### config.mk
export PLATFORM = sky130hd
export DESIGN_NAME = tdm_demux_flat
export DESIGN_NICKNAME = d
export VERILOG_FILES = /design/src/rtl/tdm_demux_pkg.sv /design/src/rtl/tdm_demux_if.sv /design/src/rtl/tdm_demux_chan.sv /design/src/rtl/tdm_demux.sv /design/src/flat_wrapper.sv
export SDC_FILE = /design/constraint.sdc
export NUM_CORES = 1
export LEC_CHECK = 0
export ABC_CLOCK_PERIOD_IN_PS = 2400
export CORE_UTILIZATION = 45
export DETAILED_ROUTE_END_ITERATION = 12
export GPL_TIMING_DRIVEN = 0
export PLACE_DENSITY = 0.7
export SLEW_MARGIN = 15
export SYNTH_ARGS = -nofsm -noshare
export SYNTH_HDL_FRONTEND = slang
export SYNTH_SLANG_ARGS = --single-unit
### constraint.sdc
create_clock -name clk -period 2.4 [get_ports clk]
set_input_delay 0.48 -clock clk [delete_from_list [all_inputs] [get_ports clk]]
set_output_delay 0.48 -clock clk [all_outputs]
set_load 0.02 [all_outputs]
### src/rtl/tdm_demux_pkg.sv
// rtl/tdm_demux_pkg.sv - shared types and helpers for the TDM receive demux
//
// Purpose: channel and holding-register enums plus the counter width helper
//          used by tdm_demux and tdm_demux_chan.
// Ports:   none (package).

package tdm_demux_pkg;

    typedef enum logic {
        CH_A = 1'b0,
        CH_B = 1'b1
    } ch_e;

    typedef enum logic {
        HOLD_EMPTY = 1'b0,
        HOLD_FULL  = 1'b1
    } hold_e;

    // Bits needed for a counter running 0..width-1 (width >= 2).
    function automatic int cnt_w(input int width);
        return $clog2(width);
    endfunction

endpackage

### src/rtl/tdm_demux_if.sv
// rtl/tdm_demux_if.sv - serial link input and per-channel word outputs
//
// Purpose: bundles the serial input side (din/din_valid/sel/sync/ovf_clr)
//          and the two per-channel valid/ready word streams.
// Ports:   master - the link/consumer side (drives din, din_valid, sel, sync,
//                   ovf_clr, a_ready, b_ready)
//          slave  - the demux (drives a_data/a_valid/a_ovf, b_data/b_valid/b_ovf)

interface tdm_demux_if #(
    parameter int WIDTH = 8
);
    logic             din;
    logic             din_valid;
    logic             sel;
    logic             sync;
    logic             ovf_clr;

    logic [WIDTH-1:0] a_data;
    logic             a_valid;
    logic             a_ready;
    logic             a_ovf;

    logic [WIDTH-1:0] b_data;
    logic             b_valid;
    logic             b_ready;
    logic             b_ovf;

    modport master (
        output din, din_valid, sel, sync, ovf_clr, a_ready, b_ready,
        input  a_data, a_valid, a_ovf, b_data, b_valid, b_ovf
    );

    modport slave (
        input  din, din_valid, sel, sync, ovf_clr, a_ready, b_ready,
        output a_data, a_valid, a_ovf, b_data, b_valid, b_ovf
    );

endinterface

### src/rtl/tdm_demux_chan.sv
// rtl/tdm_demux_chan.sv - one channel: bit assembler, holding reg, overflow flag
//
// Purpose: shifts qualified bits in MSB first, hands each completed word to a
//          1-entry holding register presented as a valid/ready output, and
//          flags words dropped because the holding register was still full.
// Ports:   clk, rst           - clock, synchronous active-high reset
//          bit_en, din        - take din as the next bit of this channel
//          sync               - restart word alignment (counter to 0)
//          ovf_clr            - clear the sticky overflow flag
//          ready              - consumer accepts data when valid & ready
//          data, valid, ovf   - held word, word present, sticky drop flag

module tdm_demux_chan
    import tdm_demux_pkg::*;
#(
    parameter int WIDTH = 8
) (
    input  logic             clk,
    input  logic             rst,
    input  logic             bit_en,
    input  logic             din,
    input  logic             sync,
    input  logic             ovf_clr,
    input  logic             ready,
    output logic [WIDTH-1:0] data,
    output logic             valid,
    output logic             ovf
);

    localparam int             CW   = cnt_w(WIDTH);
    localparam logic [CW-1:0]  LAST = CW'(WIDTH - 1);

    // Only WIDTH-1 bits of history are ever needed; the last bit comes from din.
    logic [WIDTH-2:0] shreg;
    logic [CW-1:0]    cnt;

    logic [WIDTH-2:0] shreg_eff;
    logic [CW-1:0]    cnt_eff;
    logic [WIDTH-1:0] word;
    logic             done;

    hold_e            state;
    hold_e            state_nxt;
    logic             load;
    logic             ovf_set;

    // sync discards the partial word before the current bit is applied, so a
    // bit arriving with sync becomes bit 0 of the new word.
    always_comb begin
        shreg_eff = sync ? '0 : shreg;
        cnt_eff   = sync ? '0 : cnt;
        word      = {shreg_eff, din};
        done      = bit_en && (cnt_eff == LAST);
    end

    always_ff @(posedge clk) begin
        if (rst) begin
            shreg <= '0;
            cnt   <= '0;
        end else if (bit_en) begin
            shreg <= word[WIDTH-2:0];
            cnt   <= done ? '0 : cnt_eff + CW'(1);
        end else if (sync) begin
            shreg <= '0;
            cnt   <= '0;
        end
    end

    // Holding register: a completion in the same cycle as an accept replaces
    // the word without a bubble; without an accept the new word is dropped.
    always_comb begin
        state_nxt = state;
        load      = 1'b0;
        ovf_set   = 1'b0;
        case (state)
            HOLD_EMPTY: begin
                if (done) begin
                    state_nxt = HOLD_FULL;
                    load      = 1'b1;
                end
            end
            HOLD_FULL: begin
                if (done) begin
                    if (ready) begin
                        load = 1'b1;
                    end else begin
                        ovf_set = 1'b1;
                    end
                end else if (ready) begin
                    state_nxt = HOLD_EMPTY;
                end
            end
            default: state_nxt = HOLD_EMPTY;
        endcase
    end

    always_ff @(posedge clk) begin
        if (rst) begin
            state <= HOLD_EMPTY;
            data  <= '0;
        end else begin
            state <= state_nxt;
            if (load) begin
                data <= word;
            end
        end
    end

    // A drop in the same cycle as ovf_clr leaves the flag set.
    always_ff @(posedge clk) begin
        if (rst) begin
            ovf <= 1'b0;
        end else if (ovf_set) begin
            ovf <= 1'b1;
        end else if (ovf_clr) begin
            ovf <= 1'b0;
        end
    end

    assign valid = (state == HOLD_FULL);

endmodule

### src/rtl/tdm_demux.sv
// rtl/tdm_demux.sv - 2:1 TDM receive demux, serial bits to per-channel words
//
// Purpose: decodes sel to steer each qualified serial bit to channel A or B
//          and assembles WIDTH-bit words (MSB first) per channel.
// Ports:   clk  - clock, all logic on the rising edge
//          rst  - synchronous active-high reset
//          bus  - tdm_demux_if slave: serial input, sync/ovf_clr controls,
//                 channel A and B valid/ready word outputs with overflow flags

module tdm_demux
    import tdm_demux_pkg::*;
#(
    parameter int WIDTH = 8
) (
    input  logic         clk,
    input  logic         rst,
    tdm_demux_if.slave   bus
);

    logic bit_en_a;
    logic bit_en_b;

    always_comb begin
        bit_en_a = bus.din_valid && (ch_e'(bus.sel) == CH_A);
        bit_en_b = bus.din_valid && (ch_e'(bus.sel) == CH_B);
    end

    tdm_demux_chan #(.WIDTH(WIDTH)) u_chan_a (
        .clk     (clk),
        .rst     (rst),
        .bit_en  (bit_en_a),
        .din     (bus.din),
        .sync    (bus.sync),
        .ovf_clr (bus.ovf_clr),
        .ready   (bus.a_ready),
        .data    (bus.a_data),
        .valid   (bus.a_valid),
        .ovf     (bus.a_ovf)
    );

    tdm_demux_chan #(.WIDTH(WIDTH)) u_chan_b (
        .clk     (clk),
        .rst     (rst),
        .bit_en  (bit_en_b),
        .din     (bus.din),
        .sync    (bus.sync),
        .ovf_clr (bus.ovf_clr),
        .ready   (bus.b_ready),
        .data    (bus.b_data),
        .valid   (bus.b_valid),
        .ovf     (bus.b_ovf)
    );

endmodule

### src/flat_wrapper.sv
// flat-port wrapper written by rule: the top's interface ports become plain ports
module tdm_demux_flat import tdm_demux_pkg::*;
#(
    parameter int WIDTH = 8
)
  (clk, rst, bus_din, bus_din_valid, bus_sel, bus_sync, bus_ovf_clr, bus_a_ready, bus_b_ready, bus_a_data, bus_a_valid, bus_a_ovf, bus_b_data, bus_b_valid, bus_b_ovf);
  tdm_demux_if #(.WIDTH(WIDTH)) bus_i ();
  input  logic clk;
  input  logic rst;
  input wire logic [$bits(bus_i.din)-1:0] bus_din;
  input wire logic [$bits(bus_i.din_valid)-1:0] bus_din_valid;
  input wire logic [$bits(bus_i.sel)-1:0] bus_sel;
  input wire logic [$bits(bus_i.sync)-1:0] bus_sync;
  input wire logic [$bits(bus_i.ovf_clr)-1:0] bus_ovf_clr;
  input wire logic [$bits(bus_i.a_ready)-1:0] bus_a_ready;
  input wire logic [$bits(bus_i.b_ready)-1:0] bus_b_ready;
  output wire logic [$bits(bus_i.a_data)-1:0] bus_a_data;
  output wire logic [$bits(bus_i.a_valid)-1:0] bus_a_valid;
  output wire logic [$bits(bus_i.a_ovf)-1:0] bus_a_ovf;
  output wire logic [$bits(bus_i.b_data)-1:0] bus_b_data;
  output wire logic [$bits(bus_i.b_valid)-1:0] bus_b_valid;
  output wire logic [$bits(bus_i.b_ovf)-1:0] bus_b_ovf;
  assign bus_i.din = bus_din;
  assign bus_i.din_valid = bus_din_valid;
  assign bus_i.sel = bus_sel;
  assign bus_i.sync = bus_sync;
  assign bus_i.ovf_clr = bus_ovf_clr;
  assign bus_i.a_ready = bus_a_ready;
  assign bus_i.b_ready = bus_b_ready;
  assign bus_a_data = bus_i.a_data;
  assign bus_a_valid = bus_i.a_valid;
  assign bus_a_ovf = bus_i.a_ovf;
  assign bus_b_data = bus_i.b_data;
  assign bus_b_valid = bus_i.b_valid;
  assign bus_b_ovf = bus_i.b_ovf;
  tdm_demux #(.WIDTH(WIDTH)) u_core (.clk(clk), .rst(rst), .bus(bus_i));
endmodule
Word level (Yosys, flattened, before mapping)

Cells that the tools add are included.

Logic and storage cells: 54
Register bits: 40
Bits of input ports: 9
Output and inout port bits: 20

Reductions and logical operators: 6
Bitwise logic cells: 3
Equal/unequal tests: 2
Muxes and demuxes: 31
$add $sub $neg: 2

Operators with widths:

| operator                                    | number |
|---|---|
| two-way mux 7 bit                           | 4 |
| two-way mux 3 bit                           | 6 |
| two-way mux 1 bit                           | 17 |
| case mux 1 bit (2 select lines)             | 4 |
| adder 3 x 1 -> 3 bit, second input constant | 2 |
| equality test 3 bit, second input constant  | 2 |
| logical AND 1 bit                           | 4 |
| nonzero test 2 bit                          | 2 |
| inverter 1 bit                              | 3 |

Longest topological paths before layout

Gate-level depths: netlist of run 1.

Depth after elaboration: 6
Depth in mapped cells: 8
Mapped depth without buffers: 6

By module

From an unflattened synthesis of run 1, not the netlist that was laid out.

Cell total of the unflattened synthesis: 176
Area, all modules: 1717.9 µm²

By module, submodules not included:

| module         | area an instance (µm²) | cells an instance | sequential area each (µm²) | instances |
|---|---|---|---|---|
| tdm_demux_chan | 850.8                  | 87                | 400.4                      | 2 |
| tdm_demux      | 16.3                   | 2                 | 0.0                        | 1 |

Worst setup path after synthesis of run 1

No wires, ideal clock.

Path type: input to register
Start point: input port bus_sync
End point: register u_core.u_chan_b.ovf
Arrival time: 1.661 ns
Data required time: 2.283 ns
Path buffers: 2
Library setup time: 0.117 ns
Stages on the path: 8
Path slack: 0.622 ns
Cell sequence: clkbuf_1 nor2b_1 ha_1 ha_1 and3_1 buf_6 a21oi_1 nor2_1

Longest elaborated chain between the ends: 6
Elaborated cells on any way between the ends: 7
Those cells by class: eq/ne (1); mux (4); reduce/logical (2)

Ends and longest elaborated chain:

| item                                                    | RTL line              | source |
|---|---|---|
| start, declared                                         | flat_wrapper.sv:13    | `input wire logic [$bits(bus_i.sync)-1:0] bus_sync;` |
| two-way mux 3 bit *                                     | tdm_demux_chan.sv:51  | `cnt_eff = sync ? '0 : cnt;` |
| equality test 3 bit *                                   | tdm_demux_chan.sv:53  | `done = bit_en && (cnt_eff == LAST);` |
| logical AND 1 bit *                                     | tdm_demux_chan.sv:53  |  |
| two-way mux 1 bit *                                     | tdm_demux_chan.sv:83  | `if (done) begin` |
| two-way mux 1 bit *                                     | tdm_demux_chan.sv:75  | `case (state)` |
| two-way mux 1 bit or nonzero test 2 bit (tied branches) | n/a                   |  |
| end signal, assigned                                    | tdm_demux_chan.sv:112 | `ovf <= 1'b0;` |
| end signal, assigned                                    | tdm_demux_chan.sv:114 | `ovf <= 1'b1;` |
| end signal, assigned                                    | tdm_demux_chan.sv:116 | `ovf <= 1'b0;` |
| end, declared                                           | tdm_demux_chan.sv:27  | `output logic ovf` |

Mark *: on every way between the ends. The rest lies on a longest branch, timed or not.
A chain may end at the register's enable or synchronous reset.

Worst setup path after layout of run 1

Start point: input port bus_sync
End point: register u_core.u_chan_b.data[7]

Longest elaborated chain between the ends: 5
Elaborated cells on any way between the ends: 7
Those cells by class: eq/ne (1); mux (5); reduce/logical (1)

Ends and longest elaborated chain:

| item                                        | RTL line                                   | source |
|---|---|---|
| two-way mux 3 bit                           | tdm_demux_chan.sv:51                       |  |
| equality test 3 bit                         | tdm_demux_chan.sv:53                       |  |
| logical AND 1 bit                           | tdm_demux_chan.sv:53                       |  |
| two-way mux 1 bit, on equally long branches | tdm_demux_chan.sv:83, tdm_demux_chan.sv:77 |  |
| case mux 1 bit (2 select lines)             | tdm_demux_chan.sv:75                       |  |
| end signal, assigned                        | tdm_demux_chan.sv:104                      | `data <= word;` |
| end, declared                               | tdm_demux_chan.sv:25                       | `output logic [WIDTH-1:0] data,` |

Parallel ways exist; a longest one is shown, timed or not.

==> results.toml, run 1 <==
[status]
status = "finished clean"

[floorplan]
die_area_um2 = 3989
core.rowCount = 21
die-height_um = 63.16
pin_count = 29
core_um2 = 3468
start_util = 0.4852
chipWidth_um = 63.16

[logic_synthesis]
synth-adder-area-share = 0.02974
synth_seq_area_share = 0.4758
syn_avg_cell_area_um2 = 8.630
synthMuxAreaShare = 0
synth_xor_area_frac = 0
ys_top_cells_by_area = "dfxtp_1 (48%), a21oi_1 (12%), nand2_1 (7.4%)"
synth_edf_count = 0
yosysUniqueCellTypes = 22
synthSimpleGateAreaFrac = 0.2684
synth_top_family_by_area = "simple AND/OR/NAND/NOR gates"
synth.cell_area_um2 = 1683
synth_ff_type = "dfxtp_1"
ys_ff_latch = 40
synth_nets = 208
async_flop_share = 0
netlist.area_leader.share = 0.4758
synth_commonest_cells = "a21oi_1 (40), dfxtp_1 (40), nand2_1 (33)"
yosysTopAreaCell = "dfxtp_1"
synth_warnings = 0
synthCells = 195
synth_compound_area_frac = 0.1665

[final_layout]
multi_input_area_um2 = 782.0
finish.utilization = 0.6129
diodes = 0
seqCellArea_um2 = 800.8
nets = 244
drive_above_1_share = 0.09091
synthToLayoutAreaGrowth_pct = 26.32
fillers = 300

[route]
wl_met3_um = 159
vias = 1503
wl_met2_mm = 1.735
viasPerCell = 5.426
firstDrtPassIters = 4
drc = 0
wl_mm = 3.760
final_antenna_net_count = 0
drtIter0Drc = 75
top_layer_used = "met4"
wl_per_cell_um = 13.57
wl_met1_mm = 1.783

[global_route]
grt_max_degree = 12
grt_use_total = 0.2095
grt_first_pass_wirelength_mm = 6.479
globalRoute.totalOverflow = 0
grt_pass1_vias = 1445
antenna_found_initial = 0

[hold_path]
worst_hold_path_type = "reg2reg"

[setup_path]
crit_slowest_cell = "clkdlybuf4s50_1"
crit_top_cell = "ha_1"
critical_path_class = "in2reg"
cpPeakStageDelay_ps = 490
end_kind = "flop"
required_ps = 2560
critPathLaunchType = "input port"
worstPathArrival_ps = 2370
crit_fanout = 10
crit_chain = "clkdlybuf4s50_1, clkbuf_2, nor2b_1, ha_1, ha_1, nand3_1, o21ai_0, a21oi_1"

[placed_design]
gp_congestion = 0.7498
portBuffers = 28
pre_cts_ws_ps = -243.0
dp_hpwl_mm = 2.745

[clock_network]
tritoncts = "done"
cts_made_buffers = 5
cts_max_level = 2
clk_latency_ps = 290
path_clk_slew_ps = 70
root_buffer = "clkbuf_8"
cts_sinks = 40
ctsHoldBuffers = 0
clockBufferDepth = 2

[run]
maxCapViolCount = 0

[power]
p_leak_nw = 0.7181
vdd_drop_max_mv = 0.3190
p_per_area_nw_per_um2 = 568.2

[timing]
finClkSkew_ps = 4.218
max-slew-margin-rel = 0.6413
worst_slew_pin_slew_ps = 538.1
slew_viol_final = 0
final-setup-viol-count = 0
final_hold_viol_count = 0
period_share = 0.9233
final.setup.worst_slack_ps = 184.0
period_needed_ps = 2216
clock.fmax_mhz = 451.3
rsz0062_at_grt = "no"
fin_hold_ws_ps = 463.2
cell type report:
type | count | share of cell area
repair buffers | 29 | 0.1354
clock buffers | 7 | 0.04532
flip-flops and latches | 40 | 0.3767
plain buffers | 16 | 0.04767
well taps | 46 | 0.02707
multi-input cells | 139 | 0.3679
layer usage:
metal,GRT usage,vias to the layer above
li1,-,743
met1,0.2497,700
met2,0.3508,46
met3,0.05072,14
met4,0.09884,0
met5,0,-
flip-flops by register name, summed over array words and instances, names as in the netlist, 3 cells and up:
register	count
u_core.u_chan_a.data	8
u_core.u_chan_b.cnt	3
u_core.u_chan_b.shreg	7
u_core.u_chan_b.data	8
u_core.u_chan_a.shreg	7
u_core.u_chan_a.cnt	3
report_power, final:
| group | total, mW | switching [mW] | internal [mW] |
|---|---|---|---|
| Combinational | 0.0653 | 0.0365 | 0.0288 |
| Clock | 0.474 | 0.219 | 0.256 |
| Sequential | 0.668 | 0.00152 | 0.667 |
what timing repair did:
action | 4_1_cts | 5_1_grt
setup endpoints to repair | 0 | 20
gates resized for setup | 0 | 2
buffers inserted | 0 | 1
final timing paths:
check / end / cells past startpoint / slack, ps / startpoint
worst min register to register: u_core.u_chan_a.shreg[6] / 2 / 460 / u_core.u_chan_a.shreg[6]
worst min-delay path: u_core.u_chan_a.shreg[6] / 2 / 460 / u_core.u_chan_a.shreg[6]
worst max register to register: u_core.u_chan_b.data[7] / 6 / 760 / u_core.u_chan_b.cnt[0]
worst max-delay path: u_core.u_chan_b.data[7] / 8 / 180 / bus_sync
layout by cell type, fill, tap and decap left out, drive strengths merged:
| cell | instances |
|---|---|
| or3 | 2 |
| nand3 | 3 |
| nand3b | 7 |
| and3 | 1 |
| or2 | 1 |
| nand4b | 14 |
| o21ai | 16 |
| dfxtp | 40 |
| buf | 12 |
| ha | 4 |
| and3b | 1 |
| a21oi | 40 |
| nand2 | 33 |
| and2 | 1 |
| nand2b | 2 |
| or2b | 1 |
| nor2 | 2 |
| clkdlybuf4s50 | 28 |
| clkbuf | 12 |
| nor2b | 11 |
cell families (layout without fill, tap and decap cells):
| kind of cell | after synthesis | after routing |
|---|---|---|
| and+or+nand+nor | 79 | 79 |
| adders and majority gates | 4 | 4 |
| DFF | 40 | 40 |
| buffers and inverters | 16 | 52 |
| AOI/OAI and AO/OA | 56 | 56 |
worst max-delay path: cells and delay by family:
kind	cells	cell delay [ps]
AO/OA/AOI/OAI	2	320
buffers and inverters	2	720
AND/OR/NAND/NOR	2	460
adder cells (fa/ha/maj)	2	390
through the flow:
step                      std cells  total power, mW  cell area, um2  setup TNS (ps)
after global routing            277            1.255            2126               0
after detailed placement        269           0.7484            2021           -4451
after floorplan                 195           0.7192            1683               0
after CTS                       276            1.215            2117               0
after global placement          269           0.7458            2021           -3052
final                           277            1.208            2126               0
Note: power is estimated with default switching activity, not from simulation.
==> run 2: changes to the inputs <==
--- a/config.mk
+++ b/config.mk
@@ -6,10 +6,11 @@
 export NUM_CORES = 1
 export LEC_CHECK = 0
 export ABC_CLOCK_PERIOD_IN_PS = 2400
-export CORE_UTILIZATION = 45
+export CORE_UTILIZATION = 55
+export CTS_CLUSTER_DIAMETER = 100
 export DETAILED_ROUTE_END_ITERATION = 12
 export GPL_TIMING_DRIVEN = 0
-export PLACE_DENSITY = 0.7
+export PLACE_DENSITY = 0.83
 export SLEW_MARGIN = 15
 export SYNTH_ARGS = -nofsm -noshare
 export SYNTH_HDL_FRONTEND = slang
==> run 2 against run 1 <==
The flow now finishes with violations (design-rule violations). Power is 3.8% lower. Via count is 2.2% lower. Largest cell class unchanged. Non-clock buffer count is 1 lower. Combinational power is 1% lower. Setup slack worse by 47 ps. Die area is 18% lower. Global-route usage is 1.6 points higher. Maximum frequency is 2.1% lower. First-iteration DRC count is 27% lower. Critical endpoint unchanged. Critical path type unchanged. Wire length is 6.2% lower. Final area is 2.2% lower. Clock power is 9.5% lower.
==> results.toml, run 2 (synthesis results as in run 1) <==
[timing]
finClkSkew_ps = 1.562
max-slew-margin-rel = 0.6480
final.setup.worst_slack_ps = 136.8
worst_slew_pin_slew_ps = 528.0
final-setup-viol-count = 0
period_needed_ps = 2263
final_hold_viol_count = 0
slew_viol_final = 0
period_share = 0.9430
clock.fmax_mhz = 441.9
rsz0062_at_grt = "no"
setup_tns_ps = 0

[status]
violations = "design-rule violations"
status = "finished, violations left"

[power]
p_per_area_nw_per_um2 = 559.1
vdd_drop_max_mv = 0.3977
p_leak_nw = 0.7029

[clock_network]
cts_max_level = 2
path_clk_slew_ps = 110
cts_setup_buffers = 0
cts_made_buffers = 5
root_buffer = "clkbuf_4"
ctsHoldBuffers = 0
cts_sinks = 40
clockBufferDepth = 2
ctsResizeCount = 0
clk_latency_ps = 340
tritoncts = "done"

[setup_path]
cpPeakStageDelay_ps = 540
worstPathArrival_ps = 2480
r2r_start = "u_core.u_chan_b.cnt[0]"
worstSetupStartpoint = "bus_sync"
crit_slowest_cell = "clkdlybuf4s50_1"
crit_fanout = 10
crit_chain = "clkdlybuf4s50_1, clkbuf_1, nor2b_1, ha_1, ha_1, and3_1, buf_6, nand4b_1, a21oi_1"
crit_top_cell = "ha_1"
end_kind = "flop"
critical_path_class = "in2reg"
required_ps = 2620
critPathLaunchType = "input port"
path_buf_inv = 3
critPathTopFamily = "buffers and inverters"

[route]
final_antenna_net_count = 0
drc = 4
viasPerCell = 5.611
drtIter0Drc = 55
vias = 1470
firstDrtPassIters = 9
wl_mm = 3.526
wl_per_cell_um = 13.46

[global_route]
grt_pass1_vias = 1337
grt_use_total = 0.2251
grt_first_pass_wirelength_mm = 5.616
grt_max_degree = 13
antenna_found_initial = 0
globalRoute.totalOverflow = 0

[floorplan]
core.rowCount = 19
start_util = 0.5949
die_area_um2 = 3285
core_um2 = 2829
die-height_um = 57.32
chipWidth_um = 57.32
pin_count = 29

[hold_path]
worst_hold_path_type = "reg2reg"
min_from = "u_core.u_chan_b.shreg[3]"

[final_layout]
reg_top3 = "u_core.u_chan_a.data x8, u_core.u_chan_b.data x8"
diodes = 0
drive_above_1_share = 0.08225
layout_common_cells = "a21oi_1 (40), dfxtp_1 (40), nand2_1 (33)"
synthToLayoutAreaGrowth_pct = 23.49
fillers = 221
nets = 243

[placed_design]
gp_congestion = 0.6935
pre_cts_ws_ps = -219.1
dp_hpwl_mm = 2.611
portBuffers = 28

[run]
maxCapViolCount = 0
==> run 2: changes by cell type in the layout (fill, tap and decap cells not counted), sizes merged <==
cell	previous run	this run
buf	12	11
bufinv	0	1
clkbuf	12	11
clkinv	0	1
==> run 2: final cells by class <==
| cell class | count | area (um2) | share of cell area |
|---|---|---|---|
| Multi-Input combinational cell | 139 | 782.0 | 0.3763 |
| Clock buffer | 6 | 41.29 | 0.01987 |
| Buffer | 16 | 100.1 | 0.04816 |
| Tap cell | 31 | 38.79 | 0.01866 |
| Clock inverter | 2 | 35.03 | 0.01686 |
| Sequential cell | 40 | 800.8 | 0.3853 |
| Timing Repair Buffer | 28 | 280.3 | 0.1349 |
==> run 2: where the power goes <==
group          total (mW)  switching, mW  internal, mW
clock network       0.429          0.210         0.218
registers           0.668        0.00149         0.667
logic              0.0646         0.0360        0.0286
total                1.16          0.248         0.914
==> run 2: worst register-to-register path: cells and delay by family, from the launching register on <==
kind,cells,cell delay [ps]
AO/OA/AOI/OAI,2,350
flip-flops,1,320
adder cells (fa/ha/maj),2,410
AND/OR/NAND/NOR,2,480
==> run 2: per-layer routing <==
| metal | wire, um | vias to the layer above | track usage |
|---|---|---|---|
| met2 | 1714 | 41 | 0.3916 |
| met5 | 0 | - | 0 |
| met4 | 27 | 0 | 0.06272 |
| met3 | 189 | 3 | 0.06349 |
| li1 | - | 744 | - |
| met1 | 1595 | 682 | 0.2727 |
==> run 2: path summary, 6_finish.rpt <==
kind | end | slack, ps | cells past startpoint
worst max-delay path | u_core.u_chan_b.data[7] | 140 | 9
worst min-delay path | u_core.u_chan_b.shreg[4] | 480 | 2
worst max register to register | u_core.u_chan_b.data[7] | 720 | 6
worst min register to register | u_core.u_chan_b.shreg[4] | 480 | 2
==> run 2: through the flow <==
stage	hold slack (ps)	cell area, um2	total power, mW	utilization	std cells
final	477.3	2078	1.162	0.7346	262
after global routing	498.9	2078	1.201	0.7346	262
after CTS	475.5	2078	1.171	0.7346	262
after detailed placement	459.5	2002	0.7477	0.7077	254
after global placement	447.2	2002	0.7448	0.7077	254
after floorplan	435.6	1683	0.7192	-	195
==> edit, RTL diff (flow settings as in run 2) <==
`WIDTH` is set to 8 in 4 places; all go to 12.
--- a/src/rtl/tdm_demux_if.sv
+++ b/src/rtl/tdm_demux_if.sv
@@ -7,7 +7,7 @@
 //          slave  - the demux (drives a_data/a_valid/a_ovf, b_data/b_valid/b_ovf)
 
 interface tdm_demux_if #(
-    parameter int WIDTH = 8
+    parameter int WIDTH = 12
 );
     logic             din;
     logic             din_valid;
--- a/src/rtl/tdm_demux_chan.sv
+++ b/src/rtl/tdm_demux_chan.sv
@@ -13,7 +13,7 @@
 module tdm_demux_chan
     import tdm_demux_pkg::*;
 #(
-    parameter int WIDTH = 8
+    parameter int WIDTH = 12
 ) (
     input  logic             clk,
     input  logic             rst,
--- a/src/rtl/tdm_demux.sv
+++ b/src/rtl/tdm_demux.sv
@@ -10,7 +10,7 @@
 module tdm_demux
     import tdm_demux_pkg::*;
 #(
-    parameter int WIDTH = 8
+    parameter int WIDTH = 12
 ) (
     input  logic         clk,
     input  logic         rst,
--- a/src/flat_wrapper.sv
+++ b/src/flat_wrapper.sv
@@ -1,7 +1,7 @@
 // flat-port wrapper written by rule: the top's interface ports become plain ports
 module tdm_demux_flat import tdm_demux_pkg::*;
 #(
-    parameter int WIDTH = 8
+    parameter int WIDTH = 12
 )
   (clk, rst, bus_din, bus_din_valid, bus_sel, bus_sync, bus_ovf_clr, bus_a_ready, bus_b_ready, bus_a_data, bus_a_valid, bus_a_ovf, bus_b_data, bus_b_valid, bus_b_ovf);
   tdm_demux_if #(.WIDTH(WIDTH)) bus_i ();
Ports: changed (resized bus_a_data and bus_b_data); port bits go from 29 to 37. The function was not compared with the original's and may differ.
==> edit against run 2 <==
Utilization decreased by 1.9 points. Final cell count increased by 51%. Synthesized area increased by 50%. Sequential cell count increased by 18. Count of clock-buffer cells in the layout increased by 9. Wire length increased by 76%. Setup slack got worse by 0.010 ns. Via count increased by 62%. Final area increased by 51%. Critical path depth decreased by 1. Power increased by 68%. Critical endpoint is now u_core.u_chan_a.data[2].
==> edit: results (changes against run 2) <==
<table>
<tr><th>Metric</th><th>Value</th></tr>
<tr><th colspan="2">Outcome</th></tr>
<tr><td>Outcome</td><td>complete, no violations</td></tr>
<tr><th colspan="2">Clocking</th></tr>
<tr><td>Clock slew seen by the registers of the worst setup and hold paths</td><td>0.06 ns (-0.05 ns)</td></tr>
<tr><td>Number of CTS-inserted buffers</td><td>9 (+4)</td></tr>
<tr><td>Clk Tree Root Cell</td><td>clkbuf_8</td></tr>
<tr><th colspan="2">Logic synthesis</th></tr>
<tr><td>Average cell area after synthesis</td><td>8.57 um^2 (-0.73%)</td></tr>
<tr><td>Synth area leaders</td><td>dfxtp_1 46%, a21oi_1 8.5%, nand2_1 7.5%</td></tr>
<tr><td>Ranking of synthesized cells by instance count</td><td>58 x dfxtp_1, 50 x nand2_1, 43 x a21oi_1, 21 x clkbuf_1, 20 x nor2b_1</td></tr>
<tr><td>Synthesized Nets</td><td>305 (+47%)</td></tr>
<tr><td>Count of different cell masters after synthesis</td><td>34 (+55%)</td></tr>
<tr><th colspan="2">Place</th></tr>
<tr><td>Number of input and output port buffers inserted</td><td>33 (+18%)</td></tr>
<tr><td>Post-Place Setup Slack</td><td>-0.529 ns (-0.310 ns)</td></tr>
<tr><td>Placed Cells incl. Taps</td><td>379 (+49%)</td></tr>
<tr><th colspan="2">STA</th></tr>
<tr><td>Skew final</td><td>0.00791 ns (+0.00635 ns)</td></tr>
<tr><td>Hold WS</td><td>0.463 ns (-0.0143 ns)</td></tr>
<tr><td>Final critical-path setup slack</td><td>0.127 ns (-0.0103 ns)</td></tr>
<tr><th colspan="2">Detailed routing</th></tr>
<tr><td>Drt first pass iters</td><td>5 (-4)</td></tr>
<tr><td>Vias per std cell</td><td>6.03 (+7.4%)</td></tr>
<tr><td>Iteration-0 DRC count of the detailed router</td><td>185 (+240%)</td></tr>
<tr><th colspan="2">Pwr</th></tr>
<tr><td>Static Leak</td><td>1.08 nW (+54%)</td></tr>
<tr><th colspan="2">Final layout</th></tr>
<tr><td>Final net count</td><td>349 (+44%)</td></tr>
<tr><td>Largest registers</td><td>u_core.u_chan_a.data: 12 flops, u_core.u_chan_b.data: 12 flops</td></tr>
<tr><td>Layout cell share with drive strength beyond 1</td><td>9.33% (+1.1 points)</td></tr>
<tr><td>Total of fill cells in the finished design</td><td>366 (+66%)</td></tr>
<tr><th colspan="2">Setup path</th></tr>
<tr><td>Reg-to-reg slack, setup</td><td>0.64 ns (-0.08 ns)</td></tr>
<tr><th colspan="2">GRT</th></tr>
<tr><td>Wire length of the first global-routing pass</td><td>9.98 mm (+78%)</td></tr>
<tr><td>Pin count of the biggest net entering global routing</td><td>11 (-2)</td></tr>
<tr><td>Via count of the first global-routing pass</td><td>2173 (+63%)</td></tr>
</table>
==> edit: through the flow <==
step                      cell area [um^2]  total power, mW
after floorplan                       2520             1.05
after global placement                2910             1.08
after detailed placement              2910             1.08
after CTS                             3120             1.95
after global routing                  3140             2.00
final                                 3140             1.95
==> edit: logic make-up (layout without fill, tap and decap cells) <==
group | after synthesis | count (layout) | synth area share, %
flops | 58 | 58 | 46.1
simple gates | 108 | 108 | 22.1
fa+ha+maj | 2 | 2 | 0.993
compound gates | 91 | 91 | 25.1
buf+inv | 35 | 84 | 5.76
==> edit: final timing paths <==
path,cells past startpoint,from,endpoint
max,8,bus_sync,u_core.u_chan_a.data[2]
min,2,u_core.u_chan_a.shreg[0],u_core.u_chan_a.shreg[1]
max reg2reg,6,u_core.u_chan_a.cnt[1],u_core.u_chan_a.data[2]
min reg2reg,2,u_core.u_chan_a.shreg[0],u_core.u_chan_a.shreg[1]
==> edit: timing repair <==
action / CTS / global route
setup buffers: 0 / 1
resized for setup: 7 / 8
hold buffers: 0 / 0
setup endpoints to repair: 21 / 21
==> edit: per-layer routing <==
metal  GRT usage, %  vias up  part of all wire [%]
li1               -     1160                     -
met1           31.3     1124                    42
met2           45.6       79                    51
met3           4.51       17                   4.9
met4           11.6        0                   2.1
met5              0        -                     0
==> edit: layout make-up <==
cell class / count / area, um^2 / share of cell area, %
Buffer: 27 / 124 / 3.95
Multi-Input combinational cell: 201 / 1220 / 39.0
Timing Repair Buffer: 34 / 338 / 10.8
Clock buffer: 15 / 196 / 6.26
Inverter: 7 / 26.3 / 0.837
Sequential cell: 58 / 1160 / 37.0
Clock inverter: 1 / 5.00 / 0.159
Tap cell: 52 / 65.1 / 2.07
==> edit: power by group <==
| part | leakage [nW] | switching (mW) | internal (mW) |
|---|---|---|---|
| Clock | 0.106 | 0.376 | 0.515 |
| Sequential | 0.467 | 0.00209 | 0.966 |
| Combinational | 0.509 | 0.0666 | 0.0268 |
==> edit: worst reg2reg max path: stages, from the launching register on <==
cell,delay [ns]
dfxtp_1,0.34
nor2b_1,0.17
ha_1,0.24
nand3b_1,0.17
clkbuf_2,0.25
o31ai_2,0.31
a21oi_1,0.13
